$ cat src/rtl/serial_byte_assembler_pkg.sv
// Shared definitions for the serial byte assembler: FSM encoding and framing bit levels.
package serial_byte_assembler_pkg;

  typedef enum logic [1:0] {
    IDLE   = 2'd0,
    DATA   = 2'd1,
    PARITY = 2'd2,
    STOP   = 2'd3
  } state_t;

  localparam logic START_BIT = 1'b0;
  localparam logic STOP_BIT  = 1'b1;

endpackage

$ cat src/rtl/serial_byte_assembler_parity_accumulator.sv
// Running XOR of the data bits of the current frame.
module parity_accumulator (
  input  logic clk,
  input  logic rst,
  input  logic clear,
  input  logic enable,
  input  logic bit_in,
  output logic parity
);

  logic parity_reg;

  // Cleared by the start bit so every frame begins from zero; folds in each data bit.
  always_ff @(posedge clk or posedge rst) begin
    if (rst) begin
      parity_reg <= 1'b0;
    end else if (clear) begin
      parity_reg <= 1'b0;
    end else if (enable) begin
      parity_reg <= parity_reg ^ bit_in;
    end
  end

  assign parity = parity_reg;

endmodule

$ cat src/rtl/serial_byte_assembler.sv
// Deframes a strobed serial stream (start, LSB-first data, optional parity, stop)
// into a byte and presents it with a one-cycle load pulse.
module serial_byte_assembler
  import serial_byte_assembler_pkg::*;
#(
  parameter int DATA_WIDTH = 8,
  parameter bit PARITY_EN  = 1'b1,
  parameter bit PARITY_ODD = 1'b0
) (
  input  logic                  CLK,
  input  logic                  RST,
  input  logic                  ser_in,
  input  logic                  ser_valid,
  output logic [DATA_WIDTH-1:0] data_out,
  output logic                  load,
  output logic                  busy,
  output logic                  parity_err,
  output logic                  frame_err
);

  localparam int CNT_W = $clog2(DATA_WIDTH) + 1;

  state_t                  state_reg, state_next;
  logic [DATA_WIDTH-1:0]   shift_reg, shift_next;
  logic [CNT_W-1:0]        cnt_reg, cnt_next;
  logic [DATA_WIDTH-1:0]   data_reg, data_next;
  logic                    load_reg, load_next;
  logic                    perr_reg, perr_next;
  logic                    ferr_reg, ferr_next;
  logic                    busy_reg, busy_next;
  logic                    par_fail_reg, par_fail_next;

  logic                    acc_clear;
  logic                    acc_en;
  logic                    acc_parity;

  assign acc_clear = ser_valid && (state_reg == IDLE) && (ser_in == START_BIT);
  assign acc_en    = ser_valid && (state_reg == DATA);

  parity_accumulator u_parity (
    .clk    (CLK),
    .rst    (RST),
    .clear  (acc_clear),
    .enable (acc_en),
    .bit_in (ser_in),
    .parity (acc_parity)
  );

  // State and datapath registers; a reset mid-frame simply drops the partial byte.
  always_ff @(posedge CLK or posedge RST) begin
    if (RST) begin
      state_reg    <= IDLE;
      shift_reg    <= '0;
      cnt_reg      <= '0;
      data_reg     <= '0;
      load_reg     <= 1'b0;
      perr_reg     <= 1'b0;
      ferr_reg     <= 1'b0;
      busy_reg     <= 1'b0;
      par_fail_reg <= 1'b0;
    end else begin
      state_reg    <= state_next;
      shift_reg    <= shift_next;
      cnt_reg      <= cnt_next;
      data_reg     <= data_next;
      load_reg     <= load_next;
      perr_reg     <= perr_next;
      ferr_reg     <= ferr_next;
      busy_reg     <= busy_next;
      par_fail_reg <= par_fail_next;
    end
  end

  // Next-state and pulse generation; nothing advances without a strobe.
  always_comb begin
    state_next    = state_reg;
    shift_next    = shift_reg;
    cnt_next      = cnt_reg;
    data_next     = data_reg;
    load_next     = 1'b0;
    perr_next     = 1'b0;
    ferr_next     = 1'b0;
    par_fail_next = par_fail_reg;

    if (ser_valid) begin
      unique case (state_reg)
        IDLE: begin
          // A 1 on an idle line is just the line resting high.
          if (ser_in == START_BIT) begin
            state_next    = DATA;
            cnt_next      = '0;
            par_fail_next = 1'b0;
          end
        end
        DATA: begin
          // LSB first: shifting in from the top leaves the first bit in bit 0.
          shift_next = {ser_in, shift_reg[DATA_WIDTH-1:1]};
          cnt_next   = cnt_reg + CNT_W'(1);
          if (cnt_reg == CNT_W'(DATA_WIDTH - 1)) begin
            state_next = PARITY_EN ? PARITY : STOP;
          end
        end
        PARITY: begin
          par_fail_next = ((acc_parity ^ ser_in) != PARITY_ODD);
          state_next    = STOP;
        end
        STOP: begin
          // A bad stop bit outranks a parity failure; it is never reused as a start bit.
          state_next = IDLE;
          if (ser_in != STOP_BIT) begin
            ferr_next = 1'b1;
          end else if (par_fail_reg) begin
            perr_next = 1'b1;
          end else begin
            load_next = 1'b1;
            data_next = shift_reg;
          end
        end
        default: state_next = IDLE;
      endcase
    end

    busy_next = (state_next != IDLE);
  end

  assign data_out   = data_reg;
  assign load       = load_reg;
  assign busy       = busy_reg;
  assign parity_err = perr_reg;
  assign frame_err  = ferr_reg;

endmodule

$ cat config.mk
export PLATFORM = sky130hd
export DESIGN_NAME = serial_byte_assembler
export DESIGN_NICKNAME = d
export VERILOG_FILES = /design/src/rtl/serial_byte_assembler_pkg.sv /design/src/rtl/serial_byte_assembler_parity_accumulator.sv /design/src/rtl/serial_byte_assembler.sv
export SDC_FILE = /design/constraint.sdc
export NUM_CORES = 1
export LEC_CHECK = 0
export BUFFER_PORTS_ARGS = -buffer_cell sky130_fd_sc_hd__buf_4
export CAP_MARGIN = 20
export CORE_UTILIZATION = 40
export CTS_CLUSTER_SIZE = 25
export DETAILED_ROUTE_END_ITERATION = 8
export GPL_TIMING_DRIVEN = 0
export PLACE_DENSITY = 0.58
export SYNTH_ARGS = -nofsm -noshare
export SYNTH_HDL_FRONTEND = slang
export SYNTH_SLANG_ARGS = --single-unit
$ cat constraint.sdc
create_clock -name CLK -period 1.4 [get_ports CLK]
set_input_delay 0.07 -clock CLK [delete_from_list [all_inputs] [get_ports CLK]]
set_output_delay 0.07 -clock CLK [all_outputs]
set_load 0.02 [all_outputs]
* Word level (Yosys, flattened, before mapping) *
Cells that the tools add are included.

word-level totals
  register bits = 28
  bits of input ports = 4
  output and inout bits = 12
  logic and storage cells = 52

operators by class
  add/sub/neg operators = 1
  eq/ne operators = 5
  multiplexer cells = 21
  bitwise operators = 3
  reduce and logical (&&, ||, !) cells = 12

operators by type and width
  cell                                                             count
  1-bit 2-to-1 mux                                                 14
  2-bit one-hot mux with 4 select lines                            1
  4-bit one-hot mux with 2 select lines                            1
  2-bit nonzero test                                               4
  2-bit 2-to-1 mux                                                 3
  3-bit AND reduction                                              2
  4-bit by 1-bit adder with 4-bit output, second input constant    1
  2-bit == test, second input constant                             2
  4-bit by 3-bit == test with 1-bit output, second input constant  1
  4-bit 2-to-1 mux                                                 1
  4-bit AND reduction                                              1
  1-bit logical AND                                                3
  2-bit by 1-bit == test with 1-bit output, second input constant  1
  2-bit zero test                                                  1
  2-bit inequality test, second input constant                     1
  1-bit inverter                                                   2
  1-bit one-hot mux with 2 select lines                            1
  2-bit AND reduction                                              1
  1-bit bitwise XOR                                                1

* Logic depth before layout (Yosys ltp) *
Gate-level depths: netlist of run 1.

  word-level depth = 5
  gate-level depth with buffers = 5
  mapped depth without buffers = 4

* By module *
Synthesis of run 1 repeated with hierarchy kept, for this count alone.

unflattened totals
  cell total of the unflattened synthesis = 88
  area, all modules = 1178.6 um2

modules (own cells, without submodules)
  module                 instances  cells an instance  area an instance (um2)  seq. area each (um2)
  serial_byte_assembler  1          83                 1123.6                  675.6
  parity_accumulator     1          5                  55.1                    25.0

* Worst setup path before layout of run 1 *
OpenSTA, ideal clock, no wires.

  kind = reg-to-reg
  start = register state_reg[0]
  end = register data_reg[0] (netlist: data_out[0])
  library setup time = 125 ps
  arrival = 1189 ps
  required time = 1275 ps
  path slack = 86 ps
  cell stages (with the launch flop) = 6
  buffers on the path = 2
  clock period less this slack = 1314 ps
  cells stage by stage = dfrtp_1 buf_4 nand3_2 nor3b_2 buf_6 mux2_2

between the ends
  cells in the longest elaborated chain, start to end = 2

RTL lines
  what                           RTL line                     text
  start: declaration             serial_byte_assembler.sv:23  state_t state_reg, state_next;
  start signal: assignment       serial_byte_assembler.sv:62  state_reg <= state_next;
  2-bit == test                  serial_byte_assembler.sv:86  unique case (state_reg)
  4-bit AND reduction (no line)  --
  end signal: assignment         serial_byte_assembler.sv:65  data_reg <= data_next;
  end: declaration               serial_byte_assembler.sv:26  logic [DATA_WIDTH-1:0] data_reg, data_next;

No other way between the ends.
A chain may end at the register's enable or synchronous reset.

* Final worst setup path of run 1 *
  start = register state_reg[1]
  end = register data_reg[6] (netlist: data_out[6])

The elaborated chain is that of the path after synthesis.

==> impl_metrics.yaml, run 1 <==
setup_path:
  slowest_delay_ns: 0.37
  critPathMaxFanout: 7
  crit-reg2reg-capture: "data_out[6]"
  worstSetupEndpointType: "flop"
  path_common_cell: "buf_6"
  crit_slowest_cell: "dfrtp_1"
  crit_chain: "buf_6 -> nand3_4 -> nor3b_4 -> buf_6 -> mux2_4"
  r2r_cells: 5
  cp-start-kind: "flop"
  cp_num_buf_inv: 2
  path_class: "flop to flop"
  cp.required_ns: 1.61
  r2r-start: "state_reg[1]"
  r2r_slack_ns: 0.001
  arrival_ns: 1.61
  path_delay_family: "flip-flops"
finish:
  area_growth_pct: 27.1
  n_antenna_cell: 0
  final_layout_size_suffix_gt1_share_pct: 41.1
  nNetsFinal: 131
  fin_util_pct: 54.2
sta:
  max_freq_mhz: 715
  finalSetupViolCount: 0
  hold_viol: 0
  finalMaxSlewViolations: 0
  min_period_ns: 1.40
  timing.slew.headroom_pct: 62.2
  worst_slack_ns: 0.00117
  hold_slack_ns: 0.0328
  fin_crit_sh_pct: 99.9
  worstMarginPinSlew_ns: 0.567
  fin_worst_skew_ns: 0.00739
  rsz0062_at_grt: "yes"
clock_network:
  cts_buffers: 3
  clock_latency_ns: 0.31
  cts_tree: "yes"
  cts.clk_slew.worst_paths_ns: 0.14
  clkSinkCount: 28
  clk_path_buf_depth: 2
  htreeDepth: 1
  cts-root-buf: "clkbuf_4"
drt:
  drtPass1Iterations: 4
  vias_per_cell: 5.12
  vias: 794
  wl_per_cell_um: 13.2
  drt-initial-drc-count: 11
  wl_um: 2050
  drc: 0
  ant_nets: 0
logic_synthesis:
  syn_area_per_cell_um2: 12.6
  ys.flop_type: "dfrtp_1"
  synth-edff-count: 0
  syn-instance-count: 95
  seq_area_frac_synth_pct: 58.6
  synth.distinct_cells: 28
  synth_xor_area_share_pct: 0
  syn_area_um2: 1200
  yosys.area_share.adder_pct: 1.05
  ys_ff_latch: 28
  synth_warnings: 0
  synth_top_family_by_area: "multiplexers"
  synth_compound_area_share_pct: 8.05
  yosys.area_share.simple_pct: 11.0
  synth_fp_nets: 100
  muxShareOfSynthArea_pct: 15.8
  async_reset_ff_share_pct: 100
die:
  die_width_um: 56.7
  die-area_um2: 3210
  io_pins: 16
  rows: 19
  coreArea_um2: 2810
  start_util_pct: 42.6
  die_y_um: 56.7
worst_hold_path:
  min_path_type: "input pin to flop"
  whs_endpoint: "frame_err"
  min_path_cells: 2
  min_from: "ser_in"
global_routing:
  grt.overflow.total: 0
  grt_max_degree: 29
  antenna_found_initial: 0
  gr-max-usage-layer: "met2"
  grt_pass1_vias: 746
  gr-usage-met1_pct: 19.0
  grt_usage_pct: 14.1
  use_met3_pct: 2.76
  grt_pass1_wl_um: 3460
  met2_usage_pct: 22.4
power:
  power_mw: 2.42
  leakagePower_nw: 0.747
  pwr_density_cell_nw_per_um2: 1590
  comb_power_share_pct: 36.4
  seqPwrFrac_pct: 50.8
  pwr-share-clk_pct: 12.8
  switchingPower_mw: 0.778
  switching_share_pct: 32.1
  power.internal_mw: 1.64
  irDropWorstVdd_mv: 0.854
place:
  dp_slack_ns: -0.0386
  gp_congestion: 0.730
  hpwl_um: 1260
  io_buffers: 14
run_status:
  status: "finished clean"
job:
  maxCapViolations: 0
kinds of logic (layout without fill, tap and decap cells):
family / count (synthesis) / after routing
buffers and inverters: 12 / 41
AND/OR/NAND/NOR: 22 / 22
adder cells (fa/ha/maj): 1 / 1
multiplexers: 17 / 17
flip-flops: 28 / 28
AO/OA/AOI/OAI: 15 / 15
worst max-delay path by stage:
| stage | to | startpoint | slack [ns] | cells past startpoint |
|---|---|---|---|---|
| 4_1_cts | data_out[5] | state_reg[1] | -0.06 | 5 |
| 6_report | data_out[6] | state_reg[1] | 0.001 | 5 |
| 5_1_grt | data_out[3] | state_reg[1] | -0.07 | 5 |
| 3_5_place_dp | data_out[0] | state_reg[0] | -0.04 | 5 |
| 3_3_place_gp | data_out[1] | state_reg[0] | -0.03 | 5 |
| 2_1_floorplan | data_out[0] | state_reg[0] | 0.09 | 5 |
what timing repair did:
action / CTS / global route
gates cloned: 1 / 0
gates resized for setup: 13 / 3
pin swaps: 1 / 1
setup buffers: 5 / 4
hold buffers: 0 / 1
endpoints found under the hold margin: 0 / 14
endpoints found under the setup margin: 14 / 18
stage by stage:
stage,setup TNS (ns),instance area [µm²],std cells
3_5_place_dp,-0.275,1340,140
4_1_cts,-0.342,1460,149
3_3_place_gp,-0.195,1340,140
2_1_floorplan,0,1200,95
5_1_grt,-0.473,1520,155
6_report,0,1520,155
placed cells by master, fill, tap and decap left out, drive strengths merged, types with 2 or more instances in the layout:
master  count
a21oi       3
buf        30
clkbuf      3
dfrtp      28
inv         7
mux2       15
mux2i       2
nand2       5
nand2b      2
nand3       4
nand3b      2
nor2        2
nor2b       3
o21ai       5
power groups by stage:
| stage | registers, mW | logic (mW) | clock network, mW |
|---|---|---|---|
| after floorplan | 1.22 | 0.555 | 0 |
| after global routing | 1.26 | 0.984 | 0.364 |
| after global placement | 1.22 | 0.723 | 0 |
| final | 1.23 | 0.881 | 0.311 |
| after detailed placement | 1.23 | 0.737 | 0 |
| after CTS | 1.23 | 0.830 | 0.335 |
metal layers:
metal	share of wire, %	wire length (µm)
met5	0	0
met1	49	1010
met4	0.88	18
met3	2.2	46
met2	48	975
cells in the mapped netlist, types with 2 or more instances:
cell,number,share of area (%)
o21ai_0,5,2.1
nand2b_1,2,1.0
buf_6,2,1.9
dfrtp_1,28,59
nand3_1,3,1.3
mux2i_1,2,1.7
inv_1,7,2.2
nor2_1,2,0.63
nand2_1,5,1.6
buf_2,2,0.84
nor2b_1,3,1.6
nand3b_1,2,1.3
mux2_2,15,14
a21oi_1,3,1.3
worst register-to-register path, cell delays in order, from the launching register on:
cell     delay (ns)
dfrtp_1        0.37
buf_6          0.12
nand3_4        0.07
nor3b_4        0.25
buf_6          0.18
mux2_4         0.30
final cells by class:
cell class,instances,area [µm²]
timing repair buffer,26,209
multi-input combinational,55,477
fill,258,1280
inverter,7,26.3
clock buffer,3,22.5
buffer,5,46.3
tap,31,38.8
sequential,28,701
(Power assumes the default switching activity.)
==> inputs of run 2 (changes only) <==
--- a/config.mk
+++ b/config.mk
@@ -8,9 +8,11 @@
 export BUFFER_PORTS_ARGS = -buffer_cell sky130_fd_sc_hd__buf_4
 export CAP_MARGIN = 20
 export CORE_UTILIZATION = 40
-export CTS_CLUSTER_SIZE = 25
+export CTS_CLUSTER_SIZE = 8
 export DETAILED_ROUTE_END_ITERATION = 8
 export GPL_TIMING_DRIVEN = 0
+export HOLD_SLACK_MARGIN = 0.15
+export MAX_ROUTING_LAYER = met4
 export PLACE_DENSITY = 0.58
 export SYNTH_ARGS = -nofsm -noshare
 export SYNTH_HDL_FRONTEND = slang
==> run 2 against run 1 <==
The run now ends with negative setup slack left; combinational power up 2.8%; clock skew shrank 0.0022 ns; die area unchanged; largest power group unchanged.
==> impl_metrics.yaml, run 2 (synthesis results as in run 1) <==
finish:
  final-seq-area_um2: 701
  final_cells: 158
  multi_input_area_um2: 484
  nNetsFinal: 134
  final_common_cell: "dfrtp_1"
  n_antenna_cell: 0
  nFillCells: 250
  final_layout_size_suffix_gt1_share_pct: 40.9
  area_growth_pct: 30.2
  final_area_um2: 1560
  final_cell_mix: "28 x dfrtp_1, 24 x buf_4, 8 x mux2_4"
place:
  dp_slack_ns: -0.0386
  hpwl_um: 1260
  io_buffers: 14
  placed_cells: 140
  place_area_um2: 1340
  gp_congestion: 0.739
drt:
  wl_um: 2130
  vias: 806
  drtPass1Iterations: 4
  wl_per_cell_um: 13.5
  drt-initial-drc-count: 6
  drc: 0
  ant_nets: 0
  vias_per_cell: 5.10
setup_path:
  cp.required_ns: 1.61
  cp_num_buf_inv: 2
  arrival_ns: 1.62
  slowest_delay_ns: 0.37
  path_common_cell: "buf_6"
  path_delay_family: "flip-flops"
  crit_chain: "buf_6 -> nand3_4 -> nor3b_4 -> buf_6 -> mux2_4"
  path_class: "flop to flop"
  critPathMaxFanout: 7
  cp_num_cells: 5
  cp-start-kind: "flop"
  crit_slowest_cell: "dfrtp_1"
  worstSetupEndpointType: "flop"
  r2r_cells: 5
die:
  die_y_um: 56.7
  die_width_um: 56.7
  rows: 19
  start_util_pct: 42.6
  coreArea_um2: 2810
  io_pins: 16
  die-area_um2: 3210
clock_network:
  cts_tree: "yes"
  htreeDepth: 1
  cts.clk_slew.worst_paths_ns: 0.14
  clock_latency_ns: 0.31
  clkSinkCount: 28
  cts_buffers: 3
  clk_path_buf_depth: 2
  cts-root-buf: "clkbuf_4"
sta:
  min_period_ns: 1.40
  fin_crit_sh_pct: 100
  worstMarginPinSlew_ns: 0.569
  hold_viol: 0
  timing.slew.headroom_pct: 62.1
  fin_worst_skew_ns: 0.00520
  hold_slack_ns: 0.355
  max_freq_mhz: 712
  worst_slack_ns: -0.00465
  finalMaxSlewViolations: 0
  setup_tns_ns: -0.0138
  rsz0062_at_grt: "yes"
  finalSetupViolCount: 4
worst_hold_path:
  min_path_type: "input pin to async pin"
global_routing:
  grt.overflow.total: 0
  antenna_found_initial: 0
  grt_usage_pct: 14.9
  grt_pass1_wl_um: 3540
  grt_max_degree: 29
  grt_pass1_vias: 778
power:
  irDropWorstVdd_mv: 0.872
  leakagePower_nw: 0.769
  pwr_density_cell_nw_per_um2: 1570
run_status:
  violations: "negative setup slack"
  status: "finished, violations left"
job:
  maxCapViolations: 0
==> run 2: path summary, 6_finish.rpt <==
check / slack [ns] / to / startpoint
min in group CLK: 0.53 / cnt_reg[0] / cnt_reg[0]
max in group asynchronous: 0.55 / par_fail_reg / RST
hold / removal: 0.36 / data_out[3] / RST
hold reg to reg: 0.53 / cnt_reg[0] / cnt_reg[0]
setup / recovery: -0.005 / data_out[5] / state_reg[1]
setup reg to reg: -0.005 / data_out[5] / state_reg[1]
==> run 2: per-stage QoR <==
| stage | power (mW) | util (%) |
|---|---|---|
| 2_1_floorplan | 1.78 | - |
| 3_3_place_gp | 1.95 | 47.8 |
| 3_5_place_dp | 1.97 | 47.8 |
| 4_1_cts | 2.40 | 53.4 |
| 5_1_grt | 2.64 | 55.5 |
| 6_report | 2.45 | 55.5 |
==> run 2: area by class of cell <==
cell class	instances	area share, %
tap	31	2.49
sequential	28	45.0
buffer	5	2.97
timing repair buffer	29	15.3
clock buffer	3	1.45
inverter	7	1.69
multi-input combinational	55	31.1
==> run 2: per-layer routing <==
layer | global-route usage (%) | part of all wire (%)
met5 | - | 0
met4 | 5.36 | 0.85
met3 | 2.76 | 2.0
met2 | 23.3 | 48
met1 | 19.3 | 49
==> run 2: worst reg2reg max path, delay by kind of cell, from the launching register on <==
kind / cells / cell delay [ns]
flops: 1 / 0.37
simple gates: 2 / 0.33
buf+inv: 2 / 0.31
mux: 1 / 0.30
==> run 2: repair_timing <==
item,CTS,global route
cloned,1,0
gates resized for setup,13,4
pin swaps,1,1
endpoints found under the setup margin,14,18
hold buffers,4,0
buffers inserted,5,4
endpoints found under the hold margin,35,0
==> run 2: power by group <==
group | total (mW) | switching (mW) | internal (mW)
combinational | 0.906 | 0.394 | 0.511
sequential | 1.23 | 0.182 | 1.05
clock | 0.312 | 0.212 | 0.100
